==> src/rtl/rgb_to_ycbcr422.sv <==
// RGB888 to BT.601 limited-range YCbCr 4:2:2 converter, fixed 4-cycle latency.
// Chroma of each pixel pair is either averaged (CHROMA_AVG=1) or taken from the even pixel.
module rgb_to_ycbcr422 #(
    parameter bit CHROMA_AVG = 1'b1
) (
    input  logic        clk_pixel,
    input  logic        rst_n,
    input  logic [7:0]  rgb_r,
    input  logic [7:0]  rgb_g,
    input  logic [7:0]  rgb_b,
    input  logic        de_in,
    input  logic        hsync_in,
    input  logic        vsync_in,
    output logic [15:0] ycbcr_data,
    output logic        data_enable,
    output logic        hsync,
    output logic        vsync
);

    function automatic logic [7:0] clamp8(input logic signed [17:0] v,
                                          input logic [7:0] lo,
                                          input logic [7:0] hi);
        logic signed [17:0] s_lo;
        logic signed [17:0] s_hi;
        s_lo = $signed({10'd0, lo});
        s_hi = $signed({10'd0, hi});
        if (v < s_lo)
            return lo;
        else if (v > s_hi)
            return hi;
        else
            return v[7:0];
    endfunction

    logic signed [17:0] w_r, w_g, w_b;
    logic signed [17:0] w_y_sum, w_cb_sum, w_cr_sum;

    assign w_r = $signed({10'd0, rgb_r});
    assign w_g = $signed({10'd0, rgb_g});
    assign w_b = $signed({10'd0, rgb_b});

    assign w_y_sum  = 18'sd66 * w_r + 18'sd129 * w_g + 18'sd25 * w_b + 18'sd128;
    assign w_cb_sum = 18'sd112 * w_b - 18'sd38 * w_r - 18'sd74 * w_g + 18'sd128;
    assign w_cr_sum = 18'sd112 * w_r - 18'sd94 * w_g - 18'sd18 * w_b + 18'sd128;

    // S1: weighted sums
    logic signed [17:0] r1_y_sum, r1_cb_sum, r1_cr_sum;
    logic               r1_de, r1_hs, r1_vs, r1_vld;

    always_ff @(posedge clk_pixel or negedge rst_n) begin
        if (!rst_n) begin
            r1_y_sum  <= '0;
            r1_cb_sum <= '0;
            r1_cr_sum <= '0;
            r1_de     <= 1'b0;
            r1_hs     <= 1'b0;
            r1_vs     <= 1'b0;
            r1_vld    <= 1'b0;
        end else begin
            r1_y_sum  <= w_y_sum;
            r1_cb_sum <= w_cb_sum;
            r1_cr_sum <= w_cr_sum;
            r1_de     <= de_in;
            r1_hs     <= hsync_in;
            r1_vs     <= vsync_in;
            r1_vld    <= 1'b1;
        end
    end

    // S2: floor shift, offset, clamp
    logic [7:0] w_y2, w_cb2, w_cr2;
    logic [7:0] r2_y, r2_cb, r2_cr;
    logic       r2_de, r2_hs, r2_vs, r2_vld;

    assign w_y2  = clamp8((r1_y_sum  >>> 8) + 18'sd16,  8'd16, 8'd235);
    assign w_cb2 = clamp8((r1_cb_sum >>> 8) + 18'sd128, 8'd16, 8'd240);
    assign w_cr2 = clamp8((r1_cr_sum >>> 8) + 18'sd128, 8'd16, 8'd240);

    always_ff @(posedge clk_pixel or negedge rst_n) begin
        if (!rst_n) begin
            r2_y   <= '0;
            r2_cb  <= '0;
            r2_cr  <= '0;
            r2_de  <= 1'b0;
            r2_hs  <= 1'b0;
            r2_vs  <= 1'b0;
            r2_vld <= 1'b0;
        end else begin
            r2_y   <= w_y2;
            r2_cb  <= w_cb2;
            r2_cr  <= w_cr2;
            r2_de  <= r1_de;
            r2_hs  <= r1_hs;
            r2_vs  <= r1_vs;
            r2_vld <= r1_vld;
        end
    end

    // S3: pair register; a pixel entering right after blanking is always even
    logic [7:0] r3_y, r3_cb, r3_cr;
    logic       r3_de, r3_odd, r3_hs, r3_vs, r3_vld;

    always_ff @(posedge clk_pixel or negedge rst_n) begin
        if (!rst_n) begin
            r3_y   <= '0;
            r3_cb  <= '0;
            r3_cr  <= '0;
            r3_de  <= 1'b0;
            r3_odd <= 1'b0;
            r3_hs  <= 1'b0;
            r3_vs  <= 1'b0;
            r3_vld <= 1'b0;
        end else begin
            r3_y   <= r2_y;
            r3_cb  <= r2_cb;
            r3_cr  <= r2_cr;
            r3_de  <= r2_de;
            r3_odd <= r2_de & r3_de & ~r3_odd;
            r3_hs  <= r2_hs;
            r3_vs  <= r2_vs;
            r3_vld <= r2_vld;
        end
    end

    // S4: even pixel at S3 pairs with the odd pixel directly behind it at S2
    logic       w_pair, w_use_avg;
    logic [7:0] w_cb_mean, w_cr_mean, w_even_c;
    logic [7:0] r_cr_hold;

    assign w_pair    = r3_de & ~r3_odd & r2_de;
    assign w_use_avg = CHROMA_AVG & w_pair;
    assign w_cb_mean = 8'((9'(r3_cb) + 9'(r2_cb) + 9'd1) >> 1);
    assign w_cr_mean = 8'((9'(r3_cr) + 9'(r2_cr) + 9'd1) >> 1);
    assign w_even_c  = w_use_avg ? w_cb_mean : r3_cb;

    always_ff @(posedge clk_pixel or negedge rst_n) begin
        if (!rst_n) begin
            r_cr_hold   <= '0;
            ycbcr_data  <= '0;
            data_enable <= 1'b0;
            hsync       <= 1'b0;
            vsync       <= 1'b0;
        end else begin
            if (r3_de && !r3_odd)
                r_cr_hold <= w_use_avg ? w_cr_mean : r3_cr;
            if (r3_vld) begin
                if (!r3_de)
                    ycbcr_data <= 16'h1080;
                else
                    ycbcr_data <= {r3_y, (r3_odd ? r_cr_hold : w_even_c)};
            end
            data_enable <= r3_de;
            hsync       <= r3_hs;
            vsync       <= r3_vs;
        end
    end

endmodule

==> config.mk <==
export PLATFORM = sky130hd
export DESIGN_NAME = rgb_to_ycbcr422
export DESIGN_NICKNAME = d
export VERILOG_FILES = /design/src/rtl/rgb_to_ycbcr422.sv
export SDC_FILE = /design/constraint.sdc
export NUM_CORES = 1
export LEC_CHECK = 0
export ABC_AREA = 1
export CAP_MARGIN = 15
export CELL_PAD_IN_SITES_DETAIL_PLACEMENT = 1
export CELL_PAD_IN_SITES_GLOBAL_PLACEMENT = 2
export CORE_MARGIN = 1.5
export CORE_UTILIZATION = 35
export DETAILED_ROUTE_END_ITERATION = 7
export GPL_TIMING_DRIVEN = 0
export HOLD_SLACK_MARGIN = 0.02
export PLACE_DENSITY = 0.8
export SLEW_MARGIN = 15
export SYNTH_ARGS = -nofsm -noshare
export SYNTH_HDL_FRONTEND = slang
export SYNTH_SLANG_ARGS = --single-unit
==> constraint.sdc <==
create_clock -name clk_pixel -period 1.7 [get_ports clk_pixel]
set_input_delay 0.255 -clock clk_pixel [delete_from_list [all_inputs] [get_ports clk_pixel]]
set_output_delay 0.255 -clock clk_pixel [all_outputs]
set_load 0.02 [all_outputs]
---- Word-level counts from Yosys, hierarchy flattened ----
Cells that the tools add are included.
storage, ports and cells
  register bits ........................... 142
operators by class
  $add $sub $neg .......................... 16
  multipliers ............................. 9
  magnitude comparators ................... 6
  mux-type cells .......................... 10
  bitwise operators ....................... 5
  reduce and logical (&&, ||, !) cells .... 2
operator list
  kind                                                                    number
  8-bit 2-to-1 mux                                                        9
  6-bit by 8-bit multiplier with 14-bit output (first input constant)     3
  17-bit by 9-bit adder with 18-bit output (second input constant)        2
  11-bit by 9-bit > comparator with 1-bit output (second input constant)  3
  11-bit by 6-bit < comparator with 1-bit output (second input constant)  3
  5-bit by 8-bit multiplier with 13-bit output (first input constant)     2
  10-bit by 9-bit adder with 11-bit output (second input constant)        2
  3-bit by 8-bit multiplier with 11-bit output (first input constant)     2
  17-bit by 13-bit adder with 18-bit output                               1
  18-bit by 9-bit adder with 18-bit output (second input constant)        1
  8-bit by 8-bit adder with 9-bit output                                  2
  9-bit by 1-bit adder with 9-bit output (second input constant)          2
  15-bit by 16-bit adder with 17-bit output                               1
  16-bit by 14-bit subtractor with 17-bit output                          1
  16-bit by 16-bit subtractor with 17-bit output                          1
  8-bit by 8-bit multiplier with 16-bit output (first input constant)     1
  16-bit 2-to-1 mux                                                       1
  15-bit by 14-bit subtractor with 16-bit output                          1
  15-bit by 15-bit subtractor with 16-bit output                          1
  4-bit by 8-bit multiplier with 12-bit output (first input constant)     1
  10-bit by 6-bit adder with 11-bit output (second input constant)        1
  1-bit bitwise AND                                                       4
  1-bit logical AND                                                       1
  1-bit zero test                                                         1
  1-bit inverter                                                          1

---- Longest topological paths before layout ----
Gate-level depths: netlist of run 1.
  depth in word-level cells ............... 6
  mapped depth ............................ 29
  depth with buffers taken out ............ 29

---- Worst setup path after synthesis of run 1 ----
Ideal clock, no wire load.
  path kind ............................... input port to flip-flop
  start ................................... input port rgb_g[2]
  end ..................................... register r1_cr_sum[13]
  setup time .............................. 127 ps
  data arrival time ....................... 4814 ps
  required time ........................... 1573 ps
  slack ................................... -3240 ps
  cell stages on the path ................. 22
  path buffers ............................ 0
  path through ............................ inv_1 > fa_1 > inv_1 > ha_1 > fa_1 > inv_1 > fa_1 > o21ai_0 > a21oi_1 > xor2_1 > ha_1 > nand2_1 > nor2_1 > nand3_1 > nand3_1 > xor2_1 > ha_1 > ha_1 > a21oi_1 > o21a_1 > nand3_1 > xor2_1
on the way
  longest elaborated chain between the ends .. 4
ends and longest elaborated chain
  what                                            RTL line  text
  from (decl)                                     9         input logic [7:0] rgb_g,
  6-bit by 8-bit multiplier with 14-bit output    44        assign w_cr_sum = 18'sd112 * w_r - 18'sd94 * w_g - 18'sd18 * w_b + 18'sd128;
  15-bit by 15-bit subtractor with 16-bit output  44
  16-bit by 14-bit subtractor with 17-bit output  44
  17-bit by 9-bit adder with 18-bit output        44
  named net w_cr_sum[13]                          36        logic signed [17:0] w_y_sum, w_cb_sum, w_cr_sum;
  to (signal assigned)                            62        r1_cr_sum <= w_cr_sum;
  to (decl)                                       47        logic signed [17:0] r1_y_sum, r1_cb_sum, r1_cr_sum;
The timed path passes the listed nets, and every way through them passes these cells.
A chain may end at the register's enable or synchronous reset.

---- Worst setup path after layout of run 1 ----
  start ................................... input port rgb_g[6]
  end ..................................... register r1_cr_sum[14]
Same word-level chain as after synthesis.

==> impl_metrics.ini, run 1 <==
[floorplanning]
dieArea_um2 = 39600
coreArea_um2 = 37800
boundaryPins = 48
die_w_um = 199
row_count = 71
fp.dieH_um = 199
initial_core_util_pct = 35.6

[sta]
relSlewSlack_pct = 58.7
hold_viol_final = 0
finalCritPeriodShare_pct = 270
post-route-min-period_ns = 4.59
rsz0062_at_grt = yes
fmax_mhz = 218
fin_ws_ns = -2.89
worst_pin_slew_ns = 0.620
final.setup_skew_ns = 0.00631
holdWs_ns = 0.275
slew_violations = 0
setup_viol = 30

[clocking]
htreeDepth = 4
cts_root_buffer = clkbuf_16
worst_skew_pair.late_latency_ns = 0.42
cts_tree = done
cts_buffer_depth = 2
cts_sinks = 118
path_clk_slew_ns = 0.06
cts_buffers = 17

[route]
wl_met1_um = 18000
drc_errors = 0
highest_layer = met4
vias_per_cell = 4.95
detailedRoute.firstPassIterationCount = 4
wl_per_cell_um = 16.8
drtIter0Drc = 290
totalWireLength_um = 39700
final_antenna_net_count = 0
vias = 11700
met2_length_um = 20000
wl_met3_um = 800

[yosys]
synth_fp_nets = 2039
synth-edff-count = 0
ys_seq_area_share_pct = 22.0
yosys_warnings = 0
synth_area_um2 = 13400
synth_top_area_share_pct = 25.1
synth_common_cells = nand2_1 (350), inv_1 (286), ha_1 (270), dfrtp_1 (118), a21oi_1 (116)
synth_area_leaders = ha_1 (25%), dfrtp_1 (22%), fa_1 (10%)
ys_seq_elements = 118
syn_area_per_cell_um2 = 8.05
yosysMostFrequentCell = nand2_1
ys_types = 43
synthArstFlopShare_pct = 100
synth_ff_type = dfrtp_1
syn_inst = 1670
synth_largest_area_cell = ha_1

[global_route]
overflow = 0
grt_max_degree = 67
grt_pass1_vias = 12400
grtUsageTotal_pct = 20.2
grt_pass1_wl_um = 63100
antenna_found_initial = 1

[final_layout]
nNetsFinal = 2207
drive_gt1_share_pct = 30.0
areaGrowthSynthToFinish_pct = 40.3
antenna_cells = 0
stdcell_area_um2 = 18900

[placement]
post-dp-hpwl_um = 30100
routabilityCongestion = 0.845
placed_area_um2 = 15500
dp_slack_ns = -4.50
io_buffers = 47

[setup_path]
critPathCaptureType = register
critPathLaunchType = primary input
slowest_delay_ns = 0.51
path_max_fanout = 9
critical_path_class = in -> reg
worstPathRequired_ns = 2.01
slowest_stage = fa_1
arrival_ns = 4.90

[job]
cap_violations = 0

[run_status]
status = complete, but fails checks
violations = negative setup slack

[hold_path]
hold_path_class = in -> reg
-- per-stage QoR --
| step | setup TNS [ns] | cells | utilization (%) |
|---|---|---|---|
| 2_1_floorplan | -71.80 | 1670 | - |
| 3_3_place_gp | -609.55 | 2228 | 41.0 |
| 3_5_place_dp | -115.73 | 2229 | 41.1 |
| 4_1_cts | -71.09 | 2322 | 46.8 |
| 5_1_grt | -76.95 | 2362 | 50.0 |
| 6_report | -73.15 | 2362 | 50.0 |
-- final timing paths --
| kind | start | endpoint | slack [ns] | cells after the start |
|---|---|---|---|---|
| worst min-delay path | hsync_in | r1_hs | 0.28 | 1 |
| worst max register to register | r1_y_sum[12] | r2_y[4] | 0.09 | 11 |
| max in group asynchronous | rst_n | r1_vs | 0.62 | 3 |
| min in group asynchronous | rst_n | r3_cb[7] | 0.40 | 2 |
| worst max-delay path | rgb_g[6] | r1_cr_sum[14] | -2.89 | 26 |
| worst min register to register | r2_y[6] | r3_y[6] | 0.35 | 0 |
-- cell families after synthesis --
| family | Yosys count | share of synthesized area [%] |
|---|---|---|
| other cells | 1 | 0.0279 |
| fa+ha+maj | 340 | 35.6 |
| buf+inv | 294 | 8.39 |
| flops | 118 | 22.0 |
| simple gates | 609 | 19.4 |
| xor+xnor | 79 | 5.15 |
| compound gates | 229 | 9.53 |
-- final cells by class --
type | instances | area (um2)
clock buffer | 17 | 425
fill | 4293 | 18900
buffer | 5 | 42.5
clock inverter | 15 | 158
multi-input combinational | 1258 | 12000
tap | 511 | 639
sequential | 118 | 2960
inverter | 289 | 1100
timing repair buffer | 149 | 1490
-- cells in the final DEF (no fill, tap or decap), drive strengths merged, types with 8 or more instances in the layout --
master           n
ha             270
nand2          358
xnor2           27
o21ai           59
nand4           20
a21oi          116
fa              70
inv            294
nor2           101
nor3            10
dfrtp          118
buf            130
a21o             8
xor2            52
clkbuf          18
clkdlybuf4s50   19
nand3          106
o21bai          12
a31oi           10
-- metal layers --
metal  up-vias  GRT usage (%)
li1       5775              -
met1      5754           26.0
met2       121           35.8
met3        41           2.00
met4         0           6.06
met5         -              0
-- worst max-delay path: cells and delay by family --
kind	cells	cell delay [ns]
simple gates	11	1.09
xor+xnor	2	0.23
fa+ha+maj	7	2.69
buf+inv	5	0.44
compound gates	1	0.18
-- sequential cells by signal, indices dropped and copies added, names as in the netlist, 10 cells and up --
name,cells
r1_y_sum,10
r1_cr_sum,10
ycbcr_data,16
r1_cb_sum,10
-- what timing repair did --
action                                  CTS  global route
buffers inserted                         60            43
pin swaps                               179           160
hold buffers                              1             0
endpoints found under the hold margin    65             0
endpoints found under the setup margin   32            56
gates resized for setup                 383           179
Power of run 1 is not shown: default switching activity piles up to over one toggle a cycle in this logic, so the estimate is an artifact.
==> run 2, diff against run 1 <==
--- a/config.mk
+++ b/config.mk
@@ -7,14 +7,12 @@
 export LEC_CHECK = 0
 export ABC_AREA = 1
 export CAP_MARGIN = 15
-export CELL_PAD_IN_SITES_DETAIL_PLACEMENT = 1
-export CELL_PAD_IN_SITES_GLOBAL_PLACEMENT = 2
 export CORE_MARGIN = 1.5
 export CORE_UTILIZATION = 35
 export DETAILED_ROUTE_END_ITERATION = 7
 export GPL_TIMING_DRIVEN = 0
 export HOLD_SLACK_MARGIN = 0.02
-export PLACE_DENSITY = 0.8
+export PLACE_DENSITY = 0.55
 export SLEW_MARGIN = 15
 export SYNTH_ARGS = -nofsm -noshare
 export SYNTH_HDL_FRONTEND = slang
==> run 2 against run 1 <==
Effect of this change:
- the run still ends with negative setup slack left
- critical endpoint is now r1_cr_sum[15]
- clock skew grew 0.0019 ns
- sequential share of layout area up 0.71 points
- via count is 4.4% lower
- non-clock buffer count down 25
==> impl_metrics.ini, run 2 (synthesis results as in run 1) <==
[floorplanning]
coreArea_um2 = 37800
fp.dieH_um = 199
boundaryPins = 48
dieArea_um2 = 39600
initial_core_util_pct = 35.6
row_count = 71
die_w_um = 199

[sta]
fin_ws_ns = -2.96
finalCritPeriodShare_pct = 274
final.setup_skew_ns = 0.00821
worst_pin_slew_ns = 0.600
setup_viol = 30
rsz0062_at_grt = yes
relSlewSlack_pct = 59.6
slew_violations = 0
fmax_mhz = 215
post-route-min-period_ns = 4.66
hold_viol_final = 0

[job]
cap_violations = 0

[clocking]
cts_tree = done
cts_buffer_depth = 2
path_clk_slew_ns = 0.05
cts_buffers = 17
worst_skew_pair.late_latency_ns = 0.41
cts_root_buffer = clkbuf_16
htreeDepth = 4
cts_sinks = 118

[run_status]
violations = negative setup slack
status = complete, but fails checks

[final_layout]
layout.cells.most_common_list = nand2_1 (295), inv_1 (261), ha_1 (191)
areaGrowthSynthToFinish_pct = 34.2
layout_commonest_cell = nand2_1
antenna_cells = 0
nNetsFinal = 2182
drive_gt1_share_pct = 25.5
stdcell_area_um2 = 18000
largest_reg_flops = 16
fillerInstances = 3607
largest_register = ycbcr_data

[route]
drc_errors = 0
wl_per_cell_um = 14.4
vias = 11200
drtIter0Drc = 442
final_antenna_net_count = 0
detailedRoute.firstPassIterationCount = 4
vias_per_cell = 4.78
totalWireLength_um = 33700

[setup_path]
r2r_cells = 11
arrival_ns = 4.96
critical_path_class = in -> reg
critPathCaptureType = register
path_max_fanout = 6
critPathLaunchType = primary input
worstPathRequired_ns = 2.00

[global_route]
antenna_found_initial = 0
grtUsageTotal_pct = 17.6
overflow = 0
grt_pass1_wl_um = 54900
grt_max_degree = 70
grt_pass1_vias = 11100

[hold_path]
min_path_cells = 1
hold_path_class = in -> reg

[placement]
routabilityCongestion = 0.869
post-dp-hpwl_um = 26600
dp_slack_ns = -4.41
io_buffers = 47
placed_area_um2 = 15500
## run 2: changes by cell type in the layout (fill, tap and decap cells not counted), moves of 5 or more
cell      before  now
a21oi_4       27   21
buf_4         87   63
clkinv_2       0    5
ha_1         181  191
ha_4          83   70
inv_6          6    0
nand2_1      278  295
nand2_2       48   40
nand2_4       30   23
nand3_2       22   17
nor2_2        22   16
o21ai_0       30   37
xor2_1        35   43
xor2_2        13    8
## run 2: final timing paths
kind,end,start,slack (ns)
max,r1_cr_sum[15],rgb_g[5],-2.96
min,r1_vs,vsync_in,0.31
max reg2reg,r2_y[4],r1_y_sum[12],0.12
min reg2reg,r3_y[2],r2_y[2],0.35
max in group asynchronous,r1_y_sum[12],rst_n,0.62
min in group asynchronous,r1_de,rst_n,0.37
## run 2: per-layer routing
metal | wire length, um | vias to the layer above | GRT usage [%]
met2 | 16100 | 122 | 29.4
met1 | 16500 | 5287 | 24.3
met5 | 0 | - | 0
met3 | 756 | 23 | 1.88
li1 | - | 5740 | -
met4 | 381 | 0 | 4.21
## run 2: area by class of cell
| cell class | instances | area, um2 | share of cell area (%) |
|---|---|---|---|
| timing repair buffer | 124 | 1270 | 7.03 |
| buffer | 5 | 42.5 | 0.236 |
| sequential | 118 | 2950 | 16.4 |
| tap | 511 | 639 | 3.54 |
| clock inverter | 9 | 101 | 0.562 |
| inverter | 289 | 1090 | 6.06 |
| clock buffer | 23 | 468 | 2.59 |
| multi-input combinational | 1258 | 11500 | 63.6 |
## run 2: through the flow
| step | hold slack, ns | setup TNS (ns) | cells | util, % |
|---|---|---|---|---|
| global placement | 0.334 | -603.58 | 2228 | 41.0 |
| detailed placement | 0.231 | -115.70 | 2229 | 41.1 |
| global route | 0.280 | -77.16 | 2337 | 47.8 |
| finish | 0.308 | -72.94 | 2337 | 47.8 |
| floorplan | -0.0406 | -71.80 | 1670 | - |
| CTS | 0.289 | -71.64 | 2316 | 45.7 |
## run 2: critical path, stage by stage
cell,delay (ns)
buf_12,0.12
buf_4,0.13
fa_1,0.43
ha_1,0.29
inv_1,0.04
fa_1,0.49
inv_2,0.05
ha_4,0.27
a21oi_4,0.19
o21ai_4,0.10
a21oi_2,0.16
xor2_1,0.20
ha_1,0.33
nand2_2,0.17
buf_6,0.12
nor2_4,0.03
nand3_2,0.07
nand3_2,0.08
xor2_1,0.16
ha_1,0.32
ha_4,0.34
nand2_4,0.09
nor4_4,0.27
nand2_1,0.11
nand3_1,0.08
nand2_1,0.05
## run 2: repair_timing
action                                 4_1_cts  5_1_grt
endpoints found under the hold margin       49        0
gates resized for setup                    315      135
pin swaps                                  124      116
hold buffers                                 1        0
setup endpoints to repair                   31       51
setup buffers                               54       22
Power of run 2 is left out for the same reason.
==> run 3, diff against run 2 <==
--- a/config.mk
+++ b/config.mk
@@ -17,3 +17,4 @@
 export SYNTH_ARGS = -nofsm -noshare
 export SYNTH_HDL_FRONTEND = slang
 export SYNTH_SLANG_ARGS = --single-unit
+export TNS_END_PERCENT = 5
==> constraint.sdc (replaced) <==
create_clock -name clk_pixel -period 5.3 [get_ports clk_pixel]
set_input_delay 0.795 -clock clk_pixel [delete_from_list [all_inputs] [get_ports clk_pixel]]
set_output_delay 0.795 -clock clk_pixel [all_outputs]
set_load 0.02 [all_outputs]
==> run 3 against run 2 <==
Effect of this change:
- the flow now finishes without violations
- final cell count decreased by 2.4%
- critical endpoint is now r1_cr_sum[13]
- die area unchanged
- global-route usage fell by 0.76 points
- core utilization down 5.2 points
- largest cell class unchanged
- sequential share of layout area grew 2.0 points
- non-clock buffer count decreased by 57
- worst hold slack got worse by 0.025 ns
- wire length fell by 5.1%
==> impl_metrics.ini, run 3 (synthesis results as in run 1) <==
[global_route]
grt_max_degree = 83
antenna_found_initial = 0
overflow = 0
grt_pass1_vias = 10800
grtUsageTotal_pct = 16.8
grt_pass1_wl_um = 52900

[sta]
relSlewSlack_pct = 54.6
hold_viol_final = 0
rsz0062_at_grt = yes
slew_violations = 0
final.setup_skew_ns = 0.00921
finalCritPeriodShare_pct = 99.7
worst_pin_slew_ns = 0.680
post-route-min-period_ns = 5.28
fmax_mhz = 189
setup_viol = 0

[placement]
post-dp-hpwl_um = 26000
routabilityCongestion = 0.858
io_buffers = 47

[setup_path]
cp_top_family = adder cells
arrival_ns = 5.61
critPathLaunchType = primary input
slowest_delay_ns = 0.54
worstPathRequired_ns = 5.63
path_max_fanout = 8
critPathCaptureType = register
critical_path_class = in -> reg
crit_buf_inv = 4
slowest_stage = fa_1

[clocking]
cts_buffers = 17
cts_buffer_depth = 2
path_clk_slew_ns = 0.05
cts_tree = done
cts_root_buffer = clkbuf_16
htreeDepth = 4
worst_skew_pair.late_latency_ns = 0.41
cts_sinks = 118

[floorplanning]
coreArea_um2 = 37800
die_w_um = 199
fp.dieH_um = 199
boundaryPins = 48
initial_core_util_pct = 35.6
row_count = 71
dieArea_um2 = 39600

[route]
final_antenna_net_count = 0
drtIter0Drc = 560
vias = 10900
vias_per_cell = 4.80
drc_errors = 0
totalWireLength_um = 32000
detailedRoute.firstPassIterationCount = 5
wl_per_cell_um = 14.0

[final_layout]
antenna_cells = 0
layout.cells.most_common_list = nand2_1 (336), inv_1 (278), ha_1 (243)
largest_reg_flops = 16
multi_input_area_um2 = 10100
areaGrowthSynthToFinish_pct = 19.5
nNetsFinal = 2125
layout_commonest_cell = nand2_1
largest_register = ycbcr_data
ff_latch_area_um2 = 2950
drive_gt1_share_pct = 11.2
utilization_pct = 42.5
fillerInstances = 3784

[job]
cap_violations = 0

[run_status]
status = finished clean

[hold_path]
hold_path_class = in -> async
-- run 3: cell type report --
type,count,area share [%]
multi-input cells,1258,62.8
flip-flops and latches,118,18.4
inverters,289,6.80
repair buffers,67,4.01
well taps,511,3.98
clock buffers,20,2.78
clock inverters,12,0.943
plain buffers,5,0.265
-- run 3: final timing paths --
path / endpoint / cells after the start / slack [ns] / from
worst max-delay path: r1_cr_sum[13] / 25 / 0.02 / rgb_g[4]
worst min-delay path: ycbcr_data[14] / 1 / 0.28 / rst_n
worst max register to register: r_cr_hold[6] / 8 / 3.64 / r2_cr[2]
worst min register to register: r3_vld / 0 / 0.34 / r2_vld
max in group asynchronous: r3_cr[5] / 2 / 4.29 / rst_n
min in group clk_pixel: r3_vld / 0 / 0.34 / r2_vld
-- run 3: repair_timing --
action,in CTS,in global routing
endpoints found under the setup margin,30,26
setup buffers,6,13
hold buffers,0,0
gates resized for setup,116,140
pin swaps,15,50
-- run 3: metrics by stage --
stage                     TNS (ns)  setup slack, ns  std cells  cell area, um2  hold slack (ns)
after floorplan           -0.00382         -0.00382       1670           13500            0.331
after global placement     -160.15            -1.54       2228           14600            0.332
after detailed placement    -32.71            -1.56       2229           14600            0.335
after CTS                   -0.428          -0.0722       2267           15400            0.284
after global routing        -0.920           -0.170       2280           16100            0.298
final                            0           0.0177       2280           16100            0.284
-- run 3: per-layer routing --
metal / global-route usage (%) / wire, um / vias to the layer above
li1: - / - / 5632
met1: 22.8 / 15500 / 5133
met2: 28.6 / 15300 / 141
met3: 1.37 / 697 / 27
met4: 4.99 / 512 / 0
met5: 0 / 0 / -
Power of run 3 is left out for the same reason.
